==> src/rtl/cache_fill_arbiter_pkg.sv <==
// Shared cache-fill definitions: arbiter state encoding and the line geometry
// constants also used by the two-way caches.
package fpgagen_cache_pkg;

   localparam int unsigned CACHE_ADDR_W    = 26;
   localparam int unsigned CACHE_DATA_W    = 16;
   localparam int unsigned CACHE_BURST_LEN = 8;

   typedef enum logic [2:0] {
      ARB_IDLE     = 3'd0,
      ARB_ISSUE    = 3'd1,
      ARB_WAITDATA = 3'd2,
      ARB_BURST    = 3'd3,
      ARB_RELEASE  = 3'd4
   } arb_state_t;

   // States in which returned SDRAM words belong to the current grantee
   function automatic logic arb_fill_window(input arb_state_t s);
      return (s == ARB_WAITDATA) || (s == ARB_BURST);
   endfunction

endpackage

==> src/rtl/cache_fill_arbiter_if.sv <==
// Cache-side and SDRAM-side fill signals of the arbiter, bundled.
// master = arbiter view, slave = caches/controller view.
interface cache_fill_arbiter_if
   import fpgagen_cache_pkg::*;
#(
   parameter int unsigned ADDR_W = CACHE_ADDR_W,
   parameter int unsigned DATA_W = CACHE_DATA_W
);
   logic              req0;
   logic              req1;
   logic [ADDR_W-1:0] addr0;
   logic [ADDR_W-1:0] addr1;
   logic              fill0;
   logic              fill1;
   logic [DATA_W-1:0] fill_data;
   logic              sdram_req;
   logic [ADDR_W-2:0] sdram_addr;
   logic              sdram_ack;
   logic              sdram_fill;
   logic [DATA_W-1:0] sdram_data;
   logic              owner;
   logic              busy;
   logic              proto_err;

   modport master (
      input  req0, req1, addr0, addr1, sdram_ack, sdram_fill, sdram_data,
      output fill0, fill1, fill_data, sdram_req, sdram_addr, owner, busy, proto_err
   );

   modport slave (
      output req0, req1, addr0, addr1, sdram_ack, sdram_fill, sdram_data,
      input  fill0, fill1, fill_data, sdram_req, sdram_addr, owner, busy, proto_err
   );

endinterface

==> src/rtl/cache_fill_arbiter_pick.sv <==
// Two-way combinational grant decision. CACHE_ARB_ROUND_ROBIN_EN selects
// round-robin on a tie; otherwise requester 0 has fixed priority.
module cache_arb_pick
   import fpgagen_cache_pkg::*;
(
   input  logic req0,
   input  logic req1,
   input  logic owner,
   output logic grant_valid_c,
   output logic grant_c
);

`ifdef CACHE_ARB_ROUND_ROBIN_EN
   // On a tie the requester that did not own the port last time wins
   always_comb begin
      grant_valid_c = req0 | req1;
      grant_c       = 1'b0;
      if (req0 && req1)
         grant_c = ~owner;
      else
         grant_c = req1;
   end
`else
   logic unused_owner;
   assign unused_owner = owner;

   always_comb begin
      grant_valid_c = req0 | req1;
      grant_c       = 1'b0;
      if (!req0 && req1)
         grant_c = 1'b1;
   end
`endif

endmodule

==> src/rtl/cache_fill_arbiter.sv <==
// Shares one SDRAM burst-read port between two caches: grants one requester,
// issues its critical-word-first burst and steers the returned words to it.
// Tie policy selected by CACHE_ARB_ROUND_ROBIN_EN (see cache_arb_pick).
module cache_fill_arbiter
   import fpgagen_cache_pkg::*;
#(
   parameter int unsigned ADDR_W    = CACHE_ADDR_W,
   parameter int unsigned DATA_W    = CACHE_DATA_W,
   parameter int unsigned BURST_LEN = CACHE_BURST_LEN
)(
   input  logic                 clk,
   input  logic                 reset_n,
   cache_fill_arbiter_if.master bus
);

   localparam int unsigned CNT_W = $clog2(BURST_LEN) + 1;
   localparam logic [CNT_W-1:0] LAST_CNT = CNT_W'(BURST_LEN - 1);

   arb_state_t        state;
   logic [CNT_W-1:0]  burst_cnt;
   logic              owner_q;
   logic              sdram_req_q;
   logic [ADDR_W-2:0] sdram_addr_q;
   logic              fill0_q;
   logic              fill1_q;
   logic [DATA_W-1:0] fill_data_q;
   logic              busy_q;
   logic              proto_err_q;

   logic grant_valid_c;
   logic grant_c;
   logic fwd_c;

   cache_arb_pick u_pick (
      .req0          (bus.req0),
      .req1          (bus.req1),
      .owner         (owner_q),
      .grant_valid_c (grant_valid_c),
      .grant_c       (grant_c)
   );

   assign fwd_c = bus.sdram_fill && arb_fill_window(state);

   always_ff @(posedge clk or negedge reset_n) begin
      if (!reset_n) begin
         state        <= ARB_IDLE;
         burst_cnt    <= '0;
         owner_q      <= 1'b1;
         sdram_req_q  <= 1'b0;
         sdram_addr_q <= '0;
         fill0_q      <= 1'b0;
         fill1_q      <= 1'b0;
         fill_data_q  <= '0;
         busy_q       <= 1'b0;
         proto_err_q  <= 1'b0;
      end else begin
         // Returned words go one cycle later to the grantee only
         fill0_q <= fwd_c && !owner_q;
         fill1_q <= fwd_c &&  owner_q;
         if (fwd_c)
            fill_data_q <= bus.sdram_data;

         if (bus.sdram_ack && (state != ARB_ISSUE))
            proto_err_q <= 1'b1;

         case (state)
            ARB_IDLE: begin
               if (bus.sdram_fill)
                  proto_err_q <= 1'b1;
               if (grant_valid_c) begin
                  owner_q      <= grant_c;
                  sdram_addr_q <= grant_c ? bus.addr1[ADDR_W-1:1]
                                          : bus.addr0[ADDR_W-1:1];
                  sdram_req_q  <= 1'b1;
                  busy_q       <= 1'b1;
                  state        <= ARB_ISSUE;
               end
            end

            ARB_ISSUE: begin
               if (bus.sdram_fill)
                  proto_err_q <= 1'b1;
               if (bus.sdram_ack) begin
                  sdram_req_q <= 1'b0;
                  burst_cnt   <= '0;
                  state       <= ARB_WAITDATA;
               end
            end

            ARB_WAITDATA: begin
               if (bus.sdram_fill) begin
                  burst_cnt <= CNT_W'(1);
                  state     <= (BURST_LEN == 1) ? ARB_RELEASE : ARB_BURST;
               end
            end

            // A gap inside the burst is a controller fault: give up the line
            ARB_BURST: begin
               if (bus.sdram_fill) begin
                  burst_cnt <= burst_cnt + CNT_W'(1);
                  if (burst_cnt == LAST_CNT)
                     state <= ARB_RELEASE;
               end else begin
                  proto_err_q <= 1'b1;
                  state       <= ARB_RELEASE;
               end
            end

            ARB_RELEASE: begin
               busy_q <= 1'b0;
               state  <= ARB_IDLE;
            end

            default: begin
               sdram_req_q <= 1'b0;
               busy_q      <= 1'b0;
               state       <= ARB_IDLE;
            end
         endcase
      end
   end

   assign bus.owner      = owner_q;
   assign bus.sdram_req  = sdram_req_q;
   assign bus.sdram_addr = sdram_addr_q;
   assign bus.fill0      = fill0_q;
   assign bus.fill1      = fill1_q;
   assign bus.fill_data  = fill_data_q;
   assign bus.busy       = busy_q;
   assign bus.proto_err  = proto_err_q;

   // Byte-lane bit of the miss address is not part of the word address
   logic unused_addr_lsb;
   assign unused_addr_lsb = bus.addr0[0] ^ bus.addr1[0];

endmodule

==> src/flat_wrapper.sv <==
// flat-port wrapper written by rule: the top's interface ports become plain ports
module cache_fill_arbiter_flat import fpgagen_cache_pkg::*;
#(
   parameter int unsigned ADDR_W    = CACHE_ADDR_W,
   parameter int unsigned DATA_W    = CACHE_DATA_W,
   parameter int unsigned BURST_LEN = CACHE_BURST_LEN
)
  (clk, reset_n, bus_req0, bus_req1, bus_addr0, bus_addr1, bus_sdram_ack, bus_sdram_fill, bus_sdram_data, bus_fill0, bus_fill1, bus_fill_data, bus_sdram_req, bus_sdram_addr, bus_owner, bus_busy, bus_proto_err);
  cache_fill_arbiter_if #(.ADDR_W(ADDR_W), .DATA_W(DATA_W)) bus_i ();
  input  logic clk;
  input  logic reset_n;
  input wire logic [$bits(bus_i.req0)-1:0] bus_req0;
  input wire logic [$bits(bus_i.req1)-1:0] bus_req1;
  input wire logic [$bits(bus_i.addr0)-1:0] bus_addr0;
  input wire logic [$bits(bus_i.addr1)-1:0] bus_addr1;
  input wire logic [$bits(bus_i.sdram_ack)-1:0] bus_sdram_ack;
  input wire logic [$bits(bus_i.sdram_fill)-1:0] bus_sdram_fill;
  input wire logic [$bits(bus_i.sdram_data)-1:0] bus_sdram_data;
  output wire logic [$bits(bus_i.fill0)-1:0] bus_fill0;
  output wire logic [$bits(bus_i.fill1)-1:0] bus_fill1;
  output wire logic [$bits(bus_i.fill_data)-1:0] bus_fill_data;
  output wire logic [$bits(bus_i.sdram_req)-1:0] bus_sdram_req;
  output wire logic [$bits(bus_i.sdram_addr)-1:0] bus_sdram_addr;
  output wire logic [$bits(bus_i.owner)-1:0] bus_owner;
  output wire logic [$bits(bus_i.busy)-1:0] bus_busy;
  output wire logic [$bits(bus_i.proto_err)-1:0] bus_proto_err;
  assign bus_i.req0 = bus_req0;
  assign bus_i.req1 = bus_req1;
  assign bus_i.addr0 = bus_addr0;
  assign bus_i.addr1 = bus_addr1;
  assign bus_i.sdram_ack = bus_sdram_ack;
  assign bus_i.sdram_fill = bus_sdram_fill;
  assign bus_i.sdram_data = bus_sdram_data;
  assign bus_fill0 = bus_i.fill0;
  assign bus_fill1 = bus_i.fill1;
  assign bus_fill_data = bus_i.fill_data;
  assign bus_sdram_req = bus_i.sdram_req;
  assign bus_sdram_addr = bus_i.sdram_addr;
  assign bus_owner = bus_i.owner;
  assign bus_busy = bus_i.busy;
  assign bus_proto_err = bus_i.proto_err;
  cache_fill_arbiter #(.ADDR_W(ADDR_W), .DATA_W(DATA_W), .BURST_LEN(BURST_LEN)) u_core (.clk(clk), .reset_n(reset_n), .bus(bus_i));
endmodule
==> config.mk <==
export PLATFORM = sky130hd
export DESIGN_NAME = cache_fill_arbiter_flat
export DESIGN_NICKNAME = d
export VERILOG_FILES = /design/src/rtl/cache_fill_arbiter_pkg.sv /design/src/rtl/cache_fill_arbiter_if.sv /design/src/rtl/cache_fill_arbiter_pick.sv /design/src/rtl/cache_fill_arbiter.sv /design/src/flat_wrapper.sv
export SDC_FILE = /design/constraint.sdc
export NUM_CORES = 1
export LEC_CHECK = 0
export BUFFER_PORTS_ARGS = -buffer_cell sky130_fd_sc_hd__buf_2
export CORE_ASPECT_RATIO = 1.2
export CORE_MARGIN = 2
export CORE_UTILIZATION = 43
export DETAILED_ROUTE_END_ITERATION = 10
export GPL_TIMING_DRIVEN = 0
export PLACE_DENSITY = 0.88
export SLEW_MARGIN = 10
export SYNTH_ARGS = -nofsm -noshare
export SYNTH_HDL_FRONTEND = slang
export SYNTH_SLANG_ARGS = --single-unit
==> constraint.sdc <==
create_clock -name clk -period 1.4 [get_ports clk]
set_input_delay 0 -clock clk [delete_from_list [all_inputs] [get_ports clk]]
set_output_delay 0 -clock clk [all_outputs]
set_load 0.02 [all_outputs]
==> impl_results.md <==
* Detailed Place HPWL at 4204 µm
* DRC viols at 0
* Starting DRT DRC Count at 95
* Clock buffer depth at 2
* Routed wire length at 6544 µm
* Gpl congestion at ~0.87
* Post-route ant nets at 0
* Post-route setup TNS at -2.130 ns
* Final worst-path cycle share at 1.071
* Drt pass-1 iters at 4
* #FFs+latches synth at 54
* Setup Skew at 0.01174 ns
* I/O pin total at 121
* Register Area at 1355 µm²
* Hold Worst Slack at between 0.02 and 0.025 ns
* Yosys warning count at 0
* Worst Hold Class: in2reg
* RSZ-0062 raised after global routing: yes
* Vias in the first global route at 2099
* Total Die Area at 7014 µm²
* Failing checks: negative setup slack
* Final net count at approximately 410
* CTS tree: done
* Clock latency on the worst-skew pair at 0.30 ns
* Vias after detailed routing at 2084
* Pwr/cell area at between 2000 and 2500 nW/µm²
* Filler cell count at 474
* Syn avg cell area at 15.10 µm²
* Core area at just over 6000 µm²
* Design area at roughly 4000 µm²
* Ant diodes at 0
* Worst Path Max Fanout at 10
* Crit. End Element: flop
* CTS root buf: clkbuf_8
* Slew Limit Fails at 0
* Max_slew headroom at 0.5520
* Final hold vios at 0
* Final setup violation count at 34
* Synth Cell Area at 2734 µm²
* Largest net degree at the start of global routing at 55
* Clock slew at reported path FFs at 0.10 ns
* Leakage at 0.001967 µW
* CP Class: reg2reg
* Post-route minimum period at 1.499 ns
* # clock sinks at 54
* Post-synth top area share at 0.4851
* Port Buf Inserts at 118
* First-pass GRT wire length at 9777 µm
* Yosys cell types at 35
* Num CTS Buffers at 5
* Total track usage at 0.1754
* Starting Density at 0.4489
* Max-Cap Viols at 0
* Post-synth top area cell: dfrtp_1
* CP startpoint kind: flop
* Sequential area share after synthesis at 0.4947
* Die Y at slightly above 90 µm
* Arrival time worst endpoint at around 1.7 ns
* Post-DR vias/cell at 4.950
* Post-Synthesis Cells at 181
* Top post-synthesis cells by area: dfrtp_1 49%, mux2_4 26%, mux2_2 8.2%
* Avg WL per Cell at 15.54 µm
* Status: finished with violations
* Area of the multi-input gates at 1318 µm²
* Die X at 76.79 µm
* FMAX at 0.6672 GHz
* Actual slew at the worst max-slew pin at 0.6720 ns
* Setup ws final at -0.09883 ns
* CTS H-tree depth at 2
* Layout cell share with drive strength beyond 1 at 0.6726
* Initial antenna violation count at 0
* Post-Place Cell Area at roughly 3400 µm²
* Worst VDD drop at 1.061 mV
* Rows at 31
* Mapped Nets at 256
* Grt ovf at 0
* Area Growth Syn to Fin at 43.62%
* Worst Path Required at 1.58 ns
logic make-up (layout without fill, tap and decap cells):
| group | Yosys count | in the layout | share of synthesized area |
|---|---|---|---|
| DFF | 54 | 54 | 0.4947 |
| and+or+nand+nor | 27 | 27 | 0.06545 |
| AOI/OAI and AO/OA | 18 | 18 | 0.04348 |
| buffers and inverters | 13 | 171 | 0.04577 |
| adders and majority gates | 1 | 1 | 0.004576 |
| muxes | 68 | 68 | 0.3460 |
layer usage:
metal	GRT usage	wire, µm	vias up
met4	0.04545	60	0
met1	0.1992	2587	1016
met2	0.3341	3585	93
met3	0.03082	311	6
met5	0	0	-
li1	-	-	969
flip-flops by register name, indices dropped and copies added, names as in the netlist:
| name | count |
|---|---|
| u_core.burst_cnt | 4 |
| u_core.bus.busy | 1 |
| u_core.bus.fill0 | 1 |
| u_core.bus.fill1 | 1 |
| u_core.bus.fill_data | 16 |
| u_core.bus.owner | 1 |
| u_core.bus.proto_err | 1 |
| u_core.bus.sdram_addr | 25 |
| u_core.bus.sdram_req | 1 |
| u_core.state | 3 |
layout make-up:
class                   instances  area share
inverters                       3    0.002868
plain buffers                   9     0.03346
flip-flops and latches         54      0.3451
multi-input cells             114      0.3356
clock inverters                 2    0.003505
well taps                      82     0.02613
repair buffers                151      0.2349
clock buffers                   6     0.01848
cells in the final DEF, fill, tap and decap left out, types with 2 or more instances in the layout:
| cell | instances |
|---|---|
| buf_2 | 117 |
| dfrtp_1 | 51 |
| inv_1 | 3 |
| nand3_1 | 3 |
| nor2b_1 | 2 |
| dfrtp_2 | 2 |
| buf_4 | 12 |
| clkbuf_8 | 5 |
| nand2b_1 | 2 |
| buf_12 | 4 |
| a21oi_1 | 5 |
| nor2_1 | 4 |
| buf_6 | 6 |
| dlygate4sd3_1 | 19 |
| mux2_2 | 15 |
| a21o_1 | 2 |
| o21ai_0 | 3 |
| mux2_4 | 53 |
| o21bai_1 | 2 |
| nand3b_1 | 4 |
Yosys cell counts, drive strengths merged:
| cell type | n |
|---|---|
| mux2 | 68 |
| a2111oi | 1 |
| o21bai | 2 |
| o2bb2ai | 1 |
| nand2b | 2 |
| a21boi | 1 |
| nor2 | 4 |
| nand3 | 3 |
| a32o | 1 |
| dfstp | 1 |
| dfrtp | 53 |
| nand4b | 1 |
| nand3b | 4 |
| nand4bb | 1 |
| ha | 1 |
| a221oi | 1 |
| nand4 | 1 |
| nor2b | 3 |
| or2 | 1 |
| buf | 10 |
| nand2 | 2 |
| and2 | 1 |
| or3b | 1 |
| o21ai | 3 |
| a21o | 2 |
| inv | 3 |
| and3 | 1 |
| a21oi | 6 |
| nor3 | 1 |
| and3b | 1 |
worst paths after layout:
kind / startpoint / to / slack [ns] / cells past startpoint
min in group asynchronous: reset_n / u_core.burst_cnt[0] / 0.28 / 2
max in group asynchronous: reset_n / u_core.state[1] / 0.64 / 2
setup / recovery: u_core.state[0] / u_core.bus.sdram_addr[8] / -0.1 / 5
hold reg to reg: u_core.bus.proto_err / u_core.bus.proto_err / 0.49 / 1
hold / removal: bus_req1 / u_core.bus.owner / 0.02 / 3
setup reg to reg: u_core.state[0] / u_core.bus.sdram_addr[8] / -0.1 / 5
stage by stage:
| stage | setup slack, ns | power (µW) | util | cells |
|---|---|---|---|---|
| 3_5_place_dp | -0.2368 | 6606 | 0.5628 | 381 |
| 2_1_floorplan | -0.08590 | 5476 | - | 181 |
| 6_report | -0.09883 | 8046 | 0.6448 | 421 |
| 5_1_grt | -0.1486 | 8475 | 0.6448 | 421 |
| 4_1_cts | -0.09943 | 7806 | 0.6273 | 415 |
| 3_3_place_gp | -0.2215 | 6491 | 0.5628 | 381 |
power breakdown:
group / internal [µW] / switching (µW) / leakage, µW
clock network: 354 / 485 / 0.0000452
logic: 2350 / 2100 / 0.00128
registers: 2320 / 446 / 0.000640
worst max-delay path, stage by stage (launching register included):
cell and delay [ns]:
dfrtp_1 0.42, nor3_4 0.20, nor2b_4 0.17, buf_8 0.13, buf_12 0.14, mux2_4 0.31
what timing repair did:
item	in CTS	in global routing
pin swaps	5	4
setup buffers	8	5
gates cloned	0	1
resized for setup	13	11
hold buffers	19	0
setup endpoints to repair	35	38
endpoints found under the hold margin	71	0
No activity file was read; power rests on OpenSTA's default activity.
